==> src/rtl/mc_ctrl.sv <==
// Multi-cycle main controller for the MIPS-lite core: sequences PC/IR/GRF/ALU/DM
// through FETCH, DECODE, EXE, MEM and WB, decoding opcode/funct into datapath enables and selects.
// Latency: outputs are combinational from state, opcode, funct and zero; state advances every clk edge.
// Backpressure: none; the datapath always accepts. reset (sync, active-high) masks all write enables.
// Ports: clk, reset, opcode/funct (IR fields), zero (ALU A==B) in; PCWr, NPCSel, IRWr, RegWr, RegDst,
// MemToReg, ALUSrc, ALUOp, ExtOp, MemWr, state out.
// Optional: define MC_CTRL_INSTR_CNT_EN to add the instr_cnt[31:0] retired-instruction counter output.
module mc_ctrl (
    input  logic        clk,
    input  logic        reset,
    input  logic [5:0]  opcode,
    input  logic [5:0]  funct,
    input  logic        zero,
    output logic        PCWr,
    output logic [1:0]  NPCSel,
    output logic        IRWr,
    output logic        RegWr,
    output logic [1:0]  RegDst,
    output logic [1:0]  MemToReg,
    output logic        ALUSrc,
    output logic [1:0]  ALUOp,
    output logic        ExtOp,
    output logic        MemWr,
`ifdef MC_CTRL_INSTR_CNT_EN
    output logic [2:0]  state,
    output logic [31:0] instr_cnt
`else
    output logic [2:0]  state
`endif
);

    localparam logic [2:0] S_FETCH  = 3'd0;
    localparam logic [2:0] S_DECODE = 3'd1;
    localparam logic [2:0] S_EXE    = 3'd2;
    localparam logic [2:0] S_MEM    = 3'd3;
    localparam logic [2:0] S_WB     = 3'd4;

    localparam logic [5:0] OP_R    = 6'b000000;
    localparam logic [5:0] OP_ORI  = 6'b001101;
    localparam logic [5:0] OP_LUI  = 6'b001111;
    localparam logic [5:0] OP_LW   = 6'b100011;
    localparam logic [5:0] OP_SW   = 6'b101011;
    localparam logic [5:0] OP_BEQ  = 6'b000100;
    localparam logic [5:0] OP_J    = 6'b000010;
    localparam logic [5:0] OP_JAL  = 6'b000011;
    localparam logic [5:0] FN_ADDU = 6'b100001;
    localparam logic [5:0] FN_SUBU = 6'b100011;
    localparam logic [5:0] FN_JR   = 6'b001000;

    logic [2:0] state_q;
    logic [2:0] state_nxt;

    logic is_r, is_addu, is_subu, is_jr, is_ori, is_lui, is_lw, is_sw, is_beq, is_j, is_jal;
    logic pc_wr_raw, ir_wr_raw, reg_wr_raw, mem_wr_raw;

    // sll and every other R funct fall through all of these and retire as a nop from DECODE
    assign is_r    = (opcode == OP_R);
    assign is_addu = is_r && (funct == FN_ADDU);
    assign is_subu = is_r && (funct == FN_SUBU);
    assign is_jr   = is_r && (funct == FN_JR);
    assign is_ori  = (opcode == OP_ORI);
    assign is_lui  = (opcode == OP_LUI);
    assign is_lw   = (opcode == OP_LW);
    assign is_sw   = (opcode == OP_SW);
    assign is_beq  = (opcode == OP_BEQ);
    assign is_j    = (opcode == OP_J);
    assign is_jal  = (opcode == OP_JAL);

    always_ff @(posedge clk) begin
        if (reset) state_q <= S_FETCH;
        else       state_q <= state_nxt;
    end

    always_comb begin
        state_nxt = S_FETCH;
        case (state_q)
            S_FETCH:  state_nxt = S_DECODE;
            S_DECODE: begin
                if (is_addu || is_subu || is_ori || is_lui || is_lw || is_sw || is_beq)
                    state_nxt = S_EXE;
                else
                    state_nxt = S_FETCH;
            end
            S_EXE: begin
                if (is_lw || is_sw)
                    state_nxt = S_MEM;
                else if (is_addu || is_subu || is_ori || is_lui)
                    state_nxt = S_WB;
                else
                    state_nxt = S_FETCH;
            end
            S_MEM:    state_nxt = is_lw ? S_WB : S_FETCH;
            S_WB:     state_nxt = S_FETCH;
            default:  state_nxt = S_FETCH;
        endcase
    end

    always_comb begin
        pc_wr_raw  = 1'b0;
        NPCSel     = 2'd0;
        ir_wr_raw  = 1'b0;
        reg_wr_raw = 1'b0;
        RegDst     = 2'd0;
        MemToReg   = 2'd0;
        ALUSrc     = 1'b0;
        ALUOp      = 2'd0;
        ExtOp      = 1'b0;
        mem_wr_raw = 1'b0;
        case (state_q)
            S_FETCH: begin
                ir_wr_raw = 1'b1;
                pc_wr_raw = 1'b1;
            end
            S_DECODE: begin
                if (is_j || is_jal) begin
                    pc_wr_raw = 1'b1;
                    NPCSel    = 2'd2;
                end
                // PC already holds PC+4 here, so the link value is taken straight from PC
                if (is_jal) begin
                    reg_wr_raw = 1'b1;
                    RegDst     = 2'd2;
                    MemToReg   = 2'd2;
                end
                if (is_jr) begin
                    pc_wr_raw = 1'b1;
                    NPCSel    = 2'd3;
                end
            end
            S_EXE: begin
                if (is_subu) ALUOp = 2'd1;
                if (is_ori) begin
                    ALUSrc = 1'b1;
                    ALUOp  = 2'd2;
                end
                if (is_lui) begin
                    ALUSrc = 1'b1;
                    ALUOp  = 2'd3;
                end
                if (is_lw || is_sw) begin
                    ALUSrc = 1'b1;
                    ExtOp  = 1'b1;
                end
                if (is_beq) begin
                    ALUOp = 2'd1;
                    if (zero) begin
                        pc_wr_raw = 1'b1;
                        NPCSel    = 2'd1;
                    end
                end
            end
            S_MEM: begin
                // keep the address computation alive while DM is accessed
                if (is_lw || is_sw) begin
                    ALUSrc = 1'b1;
                    ExtOp  = 1'b1;
                end
                if (is_sw) mem_wr_raw = 1'b1;
            end
            S_WB: begin
                reg_wr_raw = 1'b1;
                if (is_addu || is_subu) RegDst   = 2'd1;
                if (is_lw)              MemToReg = 2'd1;
            end
            default: ;
        endcase
    end

    // reset must stop architectural side effects immediately, not one edge later
    assign PCWr  = pc_wr_raw  & ~reset;
    assign IRWr  = ir_wr_raw  & ~reset;
    assign RegWr = reg_wr_raw & ~reset;
    assign MemWr = mem_wr_raw & ~reset;
    assign state = state_q;

`ifdef MC_CTRL_INSTR_CNT_EN
    logic [31:0] cnt_q;

    // one count per retired instruction: every return to FETCH from another state
    always_ff @(posedge clk) begin
        if (reset)
            cnt_q <= 32'd0;
        else if ((state_nxt == S_FETCH) && (state_q != S_FETCH))
            cnt_q <= cnt_q + 32'd1;
    end

    // masked so the count reads 0 for the whole reset window, including its first cycle
    assign instr_cnt = reset ? 32'd0 : cnt_q;
`endif

endmodule

==> config.mk <==
export PLATFORM = sky130hd
export DESIGN_NAME = mc_ctrl
export DESIGN_NICKNAME = d
export VERILOG_FILES = /design/src/rtl/mc_ctrl.sv
export SDC_FILE = /design/constraint.sdc
export NUM_CORES = 1
export LEC_CHECK = 0
export BUFFER_PORTS_ARGS = -buffer_cell sky130_fd_sc_hd__buf_2
export CORE_AREA = 2 2 39 41
export CTS_BUF_LIST = sky130_fd_sc_hd__clkbuf_4
export CTS_CLUSTER_SIZE = 40
export DETAILED_ROUTE_END_ITERATION = 6
export DIE_AREA = 0 0 41 43
export PLACE_DENSITY_LB_ADDON = 0.2
export SYNTH_ARGS = -nofsm -noshare
export SYNTH_HDL_FRONTEND = slang
export SYNTH_SLANG_ARGS = --single-unit
==> constraint.sdc <==
create_clock -name clk -period 2 [get_ports clk]
set_clock_uncertainty 0.05 [all_clocks]
set_input_delay 0 -clock clk [delete_from_list [all_inputs] [get_ports clk]]
set_output_delay 0 -clock clk [all_outputs]
set_load 0.005 [all_outputs]
==> results_dict.tcl, run 1 <==
set metrics [dict create \
    fin_tns_setup_ns 0 \
    hold_start "reset" \
    status "finished clean" \
    dp_cells 107 \
    drtAntennaViolNets 0 \
    io_pins 32 \
    hold_viol 0 \
    post_cts_buffers 0 \
    holdWs_ns 0.0480 \
    clk_path_buf_depth 2 \
    insertion_delay_ns 0.23 \
    die_area_sq_um 1760 \
    routed_wl_um 1260 \
    grt_pass1_wl_um 2150 \
    area_growth_pct 40.1 \
    die_h_um 43 \
    syn-cell-area_sq_um 447 \
    syn_nets 79 \
    post-place-ws_ns 0.497 \
    grt_max_degree 14 \
    num_rows 14 \
    cp.required_ns 1.95 \
    yosysSeqAreaShare_pct 13.4 \
    worst_pin_slew_ns 0.401 \
    port_buffers 31 \
    avgSynthCellArea_sq_um 6.98 \
    fmax_mhz 618 \
    cts_hold_buf 0 \
    worstPathArrival_ns 1.57 \
    dr.pass1.iters 4 \
    root_buffer "clkbuf_4" \
    power_leakage_nw 0.293 \
    grt_pass1_vias 509 \
    whs_endpoint "state[1]" \
    initial_core_util_pct 32.3 \
    vias 586 \
    wl_per_cell_um 11.3 \
    fin_crit_ns 1.62 \
    largest_register_ffs 3 \
    finalWorstSetupSlack_ns 0.382 \
    placed_area_sq_um 596 \
    rsz0062_at_grt "false" \
    pwr_density_cell_nw_per_um2 390 \
    synth_cell_types 30 \
    diodes 0 \
    setup_viol 0 \
    critPathMaxFanout 12 \
    htree_levels 1 \
    clock_sinks 3 \
    syn_inst 64 \
    cts_inserted_buffers 3 \
    vias_per_cell 5.28 \
    finalNonFillerCells 111 \
    crit_type "reg2out" \
    endpoint_kind "output port" \
    rr_startpoint "state[0]" \
    place_congestion 0.800 \
    hold_path.class "in2reg" \
    clkSlewWorstSetupHoldPaths_ns 0.04 \
    min_period_over_period_pct 80.9 \
    ff2ff_path_depth 4 \
    post-dp-hpwl_um 1020 \
    yosysWarnings 0 \
    cts_resized 0 \
    die_width_um 41 \
    ir_worst_vdd_mv 0.112 \
    final_max_slew_viol_count 0 \
    maxCapViolations 0 \
    timing.rr.end "state[1]" \
    drt-initial-drc-count 6 \
    num-nets-final 111 \
    power_uw 244 \
    drcViolationCount 0 \
    post-route-util_pct 45.2 \
    core-area_sq_um 1380 \
    grt_usage_pct 16.9 \
    hold_depth 3 \
    rrSetupSlack_ns 0.68 \
    startpoint_type "flip-flop" \
    tritoncts "yes" \
    overflow 0 \
    slew_headroom_pct 73.2 \
    drive_above_1_share_pct 47.4 \
    final_area_sq_um 626 \
    antenna_found_initial 0 \
    yosys_register_bits 3 \
]
[routing by layer]
layer  track usage (%)  part of all wire (%)  vias up
met2              26.6                    50       19
li1                  -                     -      301
met3              1.05                   5.9        0
met5                 0                     0        -
met4              6.00                     0        0
met1              23.2                    44      266
[synthesized netlist by cell type]
master,instances,area share [%]
a21oi_1,4,4.5
nand3b_4,1,4.5
o2bb2ai_1,1,2.0
buf_6,1,2.5
nor2_2,1,1.4
nor4_1,2,2.8
o22ai_1,1,1.4
nor2_1,9,7.6
buf_4,1,1.7
nor3_1,6,6.7
nor4_4,1,4.8
and3_2,1,1.7
or3b_2,1,2.0
nand3b_1,2,3.4
nand3_1,2,2.2
dfxtp_1,3,13
a222oi_1,1,2.2
and4_2,1,2.2
nand2b_1,1,1.4
or3_1,4,5.6
o31ai_1,1,1.7
nor3b_1,3,5.0
or2_2,3,4.2
inv_1,2,1.7
nand4_1,1,1.4
o21ai_0,1,1.1
clkbuf_1,2,1.7
a311oi_2,1,3.4
nand2_1,5,4.2
a21boi_0,1,1.7
[worst max-delay path, stage by stage (launching register included)]
cell       delay (ns)
dfxtp_1          0.50
nor3b_1          0.29
nand3_1          0.13
o21ai_0          0.15
o2bb2ai_1        0.13
buf_2            0.13
[cells by family after synthesis]
| kind of cell | count (synthesis) | synth area share [%] |
|---|---|---|
| AOI/OAI and AO/OA | 11 | 17.9 |
| and+or+nand+nor | 44 | 61.1 |
| buffers and inverters | 6 | 7.56 |
| DFF | 3 | 13.4 |
[cells in the final DEF, fill, tap and decap left out]
cell type  Yosys  routed
nor2_2         1       1
a21oi_1        4       4
nand3b_1       2       2
nand3_1        2       2
or2_2          3       3
inv_1          2       2
nand2b_1       1       1
o2bb2ai_1      1       1
nor4_4         1       1
a222oi_1       1       1
nor3b_1        3       3
and4_2         1       1
nor2_1         9       9
nand2_1        5       5
nor4_1         2       2
nor3_1         6       6
clkbuf_4       0       4
o31ai_1        1       1
nand3b_4       1       1
a21boi_0       1       1
o22ai_1        1       1
dfxtp_1        3       3
and3_2         1       1
or3b_2         1       1
a311oi_2       1       1
buf_2          0      31
nand4_1        1       1
or3_1          4       4
o21ai_0        1       1
[worst max-delay path by stage]
stage,startpoint,to,slack (ns),cells past startpoint
2_1_floorplan,state[1],RegDst[1],0.68,4
3_3_place_gp,opcode[3],state[1],0.51,5
3_5_place_dp,opcode[3],state[1],0.50,5
4_1_cts,state[1],PCWr,0.36,5
5_1_grt,state[1],PCWr,0.24,5
6_report,state[1],PCWr,0.38,5
[cell type report]
class | instances | area [sq um]
Fill cell | 151 | 758
Multi-Input combinational cell | 55 | 353
Inverter | 2 | 7.51
Tap cell | 16 | 20.0
Timing Repair Buffer | 31 | 155
Clock buffer | 4 | 30.0
Sequential cell | 3 | 60.1
[report_power, final]
group	internal, mW	leakage (nW)	switching (mW)
Sequential	0.0619	0.0245	0.00311
Combinational	0.0268	0.250	0.0315
Clock	0.0884	0.0184	0.0325
No activity file was read; power rests on OpenSTA's default activity.
==> run 2: changes to the inputs <==
--- a/config.mk
+++ b/config.mk
@@ -5,6 +5,7 @@
 export SDC_FILE = /design/constraint.sdc
 export NUM_CORES = 1
 export LEC_CHECK = 0
+export ABC_AREA = 1
 export BUFFER_PORTS_ARGS = -buffer_cell sky130_fd_sc_hd__buf_2
 export CORE_AREA = 2 2 39 41
 export CTS_BUF_LIST = sky130_fd_sc_hd__clkbuf_4
==> constraint.sdc (replaced) <==
create_clock -name clk -period 1.4 [get_ports clk]
set_clock_uncertainty 0.05 [all_clocks]
set_input_delay 0 -clock clk [delete_from_list [all_inputs] [get_ports clk]]
set_output_delay 0 -clock clk [all_outputs]
set_load 0.005 [all_outputs]
==> results_dict.tcl, run 2 <==
set metrics [dict create \
    drive_above_1_share_pct 46.5 \
    crit_chain "inv_4 -> nor2_4 -> nand2_2 -> inv_2 -> nand3_1 -> nand2_1 -> o21ai_1 -> inv_1 -> buf_2" \
    num_rows 14 \
    wl_per_cell_um 9.22 \
    grt_usage_pct 15.4 \
    placed_area_sq_um 581 \
    grt_pass1_vias 501 \
    yosysTopAreaCell "dfxtp_1" \
    seqPwrFrac_pct 26.0 \
    p_clk_share_pct 48.9 \
    fmax_mhz 762 \
    hold_path.class "in2reg" \
    critical_path.max_stage_delay_ns 0.35 \
    synth_cell_types 18 \
    yosysMostFrequentCell "inv_1" \
    dr.pass1.iters 4 \
    clkSlewWorstSetupHoldPaths_ns 0.04 \
    root_buffer "clkbuf_4" \
    p_int_uw 254 \
    synth-edff-count 0 \
    ir_worst_vdd_mv 0.309 \
    worst_pin_slew_ns 0.189 \
    crit_type "reg2out" \
    dp_cells 125 \
    vias_per_cell 4.58 \
    min_period_over_period_pct 93.8 \
    switchingPower_uw 103 \
    synth_common_cells "16 x inv_1, 15 x nand2_1, 14 x nor2_1" \
    overflow 0 \
    num-nets-final 130 \
    worstPathArrival_ns 1.26 \
    pwr_density_cell_nw_per_um2 545 \
    area_growth_pct 58.5 \
    clock_sinks 3 \
    switching_share_pct 28.8 \
    vias 596 \
    yosysWarnings 0 \
    pwr-share-comb_pct 25.0 \
    grt_pass1_wl_um 1870 \
    diodes 0 \
    insertion_delay_ns 0.24 \
    final_area_sq_um 654 \
    drcViolationCount 0 \
    path_buf_inv 4 \
    syn_nets 94 \
    cts_inserted_buffers 3 \
    htree_levels 1 \
    antenna_found_initial 0 \
    drtAntennaViolNets 0 \
    slew_headroom_pct 87.4 \
    crit_slowest_cell "dfxtp_4" \
    syn-cell-area_sq_um 413 \
    final_cell_mix "31 x buf_2, 14 x nand2_1, 12 x inv_1, 12 x nor2_1, 7 x nand3_1" \
    cp.required_ns 1.35 \
    maxCapViolations 0 \
    final_max_slew_viol_count 0 \
    avgSynthCellArea_sq_um 5.23 \
    die_h_um 43 \
    status "finished clean" \
    drt-initial-drc-count 9 \
    power_leakage_nw 0.389 \
    die_area_sq_um 1760 \
    tritoncts "yes" \
    initial_core_util_pct 29.8 \
    critPathMaxFanout 4 \
    syn_inst 79 \
    port_buffers 31 \
    finalNonFillerCells 130 \
    place_congestion 0.814 \
    post-dp-hpwl_um 1030 \
    yosysSeqAreaShare_pct 14.5 \
    synth_top_area_share_pct 14.5 \
    fin_crit_ns 1.31 \
    routed_wl_um 1200 \
    post_cts_buffers 0 \
    yosys_register_bits 3 \
    hold_viol 0 \
    synth_ff_type "dfxtp_1" \
    die_width_um 41 \
    final_common_cell "buf_2" \
    io_pins 32 \
    startpoint_type "flip-flop" \
    core-area_sq_um 1380 \
    cp_top_family "flip-flops" \
    clk_path_buf_depth 2 \
    grt_max_degree 7 \
    largest_register_ffs 3 \
    holdWs_ns 0.181 \
    setup_viol 0 \
    endpoint_kind "output port" \
    async_flop_share_pct 0 \
    synthTopCellsByArea "dfxtp_1 15%, inv_1 15%, nand2_1 14%" \
    fin_tns_setup_ns 0 \
]
==> run 2: changes by cell type after synthesis, sizes merged, moves of 3 or more <==
cell,change
nand3b,-3
nor3b,-3
inv,+14
or3,-4
nor4,-3
nor3,-4
nand3,+7
nor2,+9
nand2,+10
o21ai,+4
==> run 2: layout make-up <==
cell class                      count  area (sq um)
Clock buffer                        4          30.0
Tap cell                           16          20.0
Sequential cell                     3          66.3
Timing Repair Buffer               32           165
Fill cell                         151           729
Inverter                           16          62.6
Multi-Input combinational cell     59           310
==> run 2: path summary, 6_finish.rpt <==
path | start | end | slack, ns | cells after the start
min | opcode[4] | state[2] | 0.18 | 5
max | state[0] | PCWr | 0.09 | 9
max reg2reg | state[1] | state[2] | 0.38 | 3
min reg2reg | state[2] | state[2] | 0.52 | 3
==> run 2: power groups by stage <==
stage               registers [mW]  clock network (mW)  logic [mW]
floorplan                   0.0924                   0      0.0375
global placement            0.0920                   0      0.0795
detailed placement          0.0922                   0      0.0802
CTS                         0.0909               0.181      0.0831
global route                0.0933               0.192       0.102
finish                      0.0928               0.174      0.0893
==> run 2: cells by family (layout without fill, tap and decap cells) <==
logic type             Yosys count  count (layout)  synth area share, %
AOI/OAI and AO/OA               10              10                 13.3
buffers and inverters           17              52                 16.4
and+or+nand+nor                 49              49                 55.8
DFF                              3               3                 14.5
==> run 2: timing repair <==
action,4_1_cts,5_1_grt
cloned,0,0
pin swaps,0,3
hold buffers,1,0
endpoints found under the setup margin,1,5
gates resized for setup,1,15
hold endpoints to repair,2,0
==> run 2: through the flow <==
step           util (%)  setup slack, ns  power (mW)
2_1_floorplan         -            0.417       0.130
3_3_place_gp       42.0            0.222       0.172
3_5_place_dp       42.0            0.221       0.172
4_1_cts            45.2           0.0210       0.355
5_1_grt            47.3         -0.00467       0.387
6_report           47.3           0.0869       0.357
==> run 2: tightest hold or removal path, cell delays in order <==
cell and delay (ns):
buf_2 0.12, nor2_2 0.05, nand3_1 0.09, or2_1 0.11
a21oi_1 0.06
==> run 2: metal layers <==
layer	up-vias	GRT usage, %	share of wire, %
li1	322	-	-
met5	-	0	0
met2	23	23.4	48
met3	0	4.71	7.8
met1	251	20.4	44
met4	0	4.00	0
==> run 3: changes to the inputs <==
--- a/config.mk
+++ b/config.mk
@@ -12,7 +12,8 @@
 export CTS_CLUSTER_SIZE = 40
 export DETAILED_ROUTE_END_ITERATION = 6
 export DIE_AREA = 0 0 41 43
-export PLACE_DENSITY_LB_ADDON = 0.2
+export PLACE_DENSITY = 0.68
 export SYNTH_ARGS = -nofsm -noshare
 export SYNTH_HDL_FRONTEND = slang
 export SYNTH_SLANG_ARGS = --single-unit
+export TNS_END_PERCENT = 5
==> results_dict.tcl, run 3 (synthesized netlist as in run 2, its figures left out) <==
set metrics [dict create \
    place_congestion 0.802 \
    slew_headroom_pct 87.0 \
    die_h_um 43 \
    largest_register_ffs 3 \
    antenna_found_initial 0 \
    drive_above_1_share_pct 46.1 \
    insertion_delay_ns 0.24 \
    final_max_slew_viol_count 0 \
    grt_pass1_wl_um 1970 \
    crit_type "reg2out" \
    worstPathArrival_ns 1.25 \
    initial_core_util_pct 29.8 \
    grt_pass1_vias 553 \
    port_buffers 31 \
    clk_path_buf_depth 2 \
    holdWs_ns 0.180 \
    status "finished clean" \
    routed_wl_um 1240 \
    dp_cells 125 \
    drtAntennaViolNets 0 \
    clock_sinks 3 \
    drt-initial-drc-count 9 \
    power_uw 356 \
    ir_worst_vdd_mv 0.187 \
    dr.pass1.iters 4 \
    vias 623 \
    io_pins 32 \
    num-nets-final 131 \
    hold_path.class "in2reg" \
    diodes 0 \
    cts_inserted_buffers 3 \
    vias_per_cell 4.76 \
    area_growth_pct 57.0 \
    root_buffer "clkbuf_4" \
    drcViolationCount 0 \
    fin_crit_ns 1.30 \
    placed_area_sq_um 581 \
    tritoncts "yes" \
    fillCellCount 150 \
    die_area_sq_um 1760 \
    worst_pin_slew_ns 0.195 \
    pwr_density_cell_nw_per_um2 549 \
    htree_levels 1 \
    min_period_over_period_pct 92.5 \
    post-route-util_pct 46.8 \
    final_cell_mix "31 x buf_2, 14 x nand2_1, 13 x inv_1, 13 x nor2_1, 7 x nand3_1" \
    maxCapViolations 0 \
    power_leakage_nw 0.394 \
    cp.required_ns 1.35 \
    critPathMaxFanout 5 \
    hold_viol 0 \
    endpoint_kind "output port" \
    grt_max_degree 7 \
    post-dp-hpwl_um 1020 \
    final_area_sq_um 648 \
    finalNonFillerCells 131 \
    die_width_um 41 \
    final_common_cell "buf_2" \
    clkSlewWorstSetupHoldPaths_ns 0.04 \
    setup_viol 0 \
    wl_per_cell_um 9.43 \
    num_rows 14 \
    startpoint_type "flip-flop" \
    overflow 0 \
    core-area_sq_um 1380 \
    fmax_mhz 772 \
    grt_usage_pct 15.9 \
]
## run 3: final timing paths
kind	start	to	slack [ns]	depth (start not counted)
worst max-delay path	state[2]	PCWr	0.10	8
worst min-delay path	opcode[4]	state[2]	0.18	5
worst max register to register	state[0]	state[2]	0.41	4
worst min register to register	state[2]	state[2]	0.52	3
## run 3: cell type report
class / count / area, sq um / area share [%]
Multi-Input combinational cell: 59 / 299 / 46.1
Timing Repair Buffer: 33 / 173 / 26.6
Sequential cell: 3 / 66.3 / 10.2
Inverter: 16 / 60.1 / 9.27
Clock buffer: 4 / 30.0 / 4.63
Tap cell: 16 / 20.0 / 3.09
## run 3: power breakdown
part	internal (mW)	leakage (nW)	switching, mW
clock network	0.126	0.0184	0.0500
registers	0.0874	0.0260	0.00255
logic	0.0384	0.350	0.0507
## run 3: worst max-delay path, cell delays in order (launching register included)
cell and delay [ns]:
dfxtp_2 0.32, inv_2 0.09, nand3_2 0.13, inv_2 0.08, nand3_1 0.08, nand2_1 0.08
o21ai_1 0.07, inv_1 0.05, buf_2 0.10
## run 3: routing by layer
metal	share of wire (%)	track usage, %	vias up
li1	-	-	321
met1	42	17.9	274
met2	48	25.3	24
met3	8.0	3.14	4
met4	2.2	10.7	0
met5	0	0	-
## run 3: through the flow
| stage | setup WS [ns] | TNS, ns |
|---|---|---|
| 2_1_floorplan | 0.417 | 0 |
| 3_3_place_gp | 0.259 | 0 |
| 3_5_place_dp | 0.260 | 0 |
| 4_1_cts | 0.0232 | 0 |
| 5_1_grt | -0.00774 | -0.00774 |
| 6_report | 0.105 | 0 |
## run 3: what timing repair did
action | CTS | global route
endpoints found under the hold margin | 2 | 0
endpoints found under the setup margin | 1 | 5
setup buffers | 0 | 1
pin swaps | 0 | 2
resized for setup | 1 | 10
hold buffers | 1 | 0
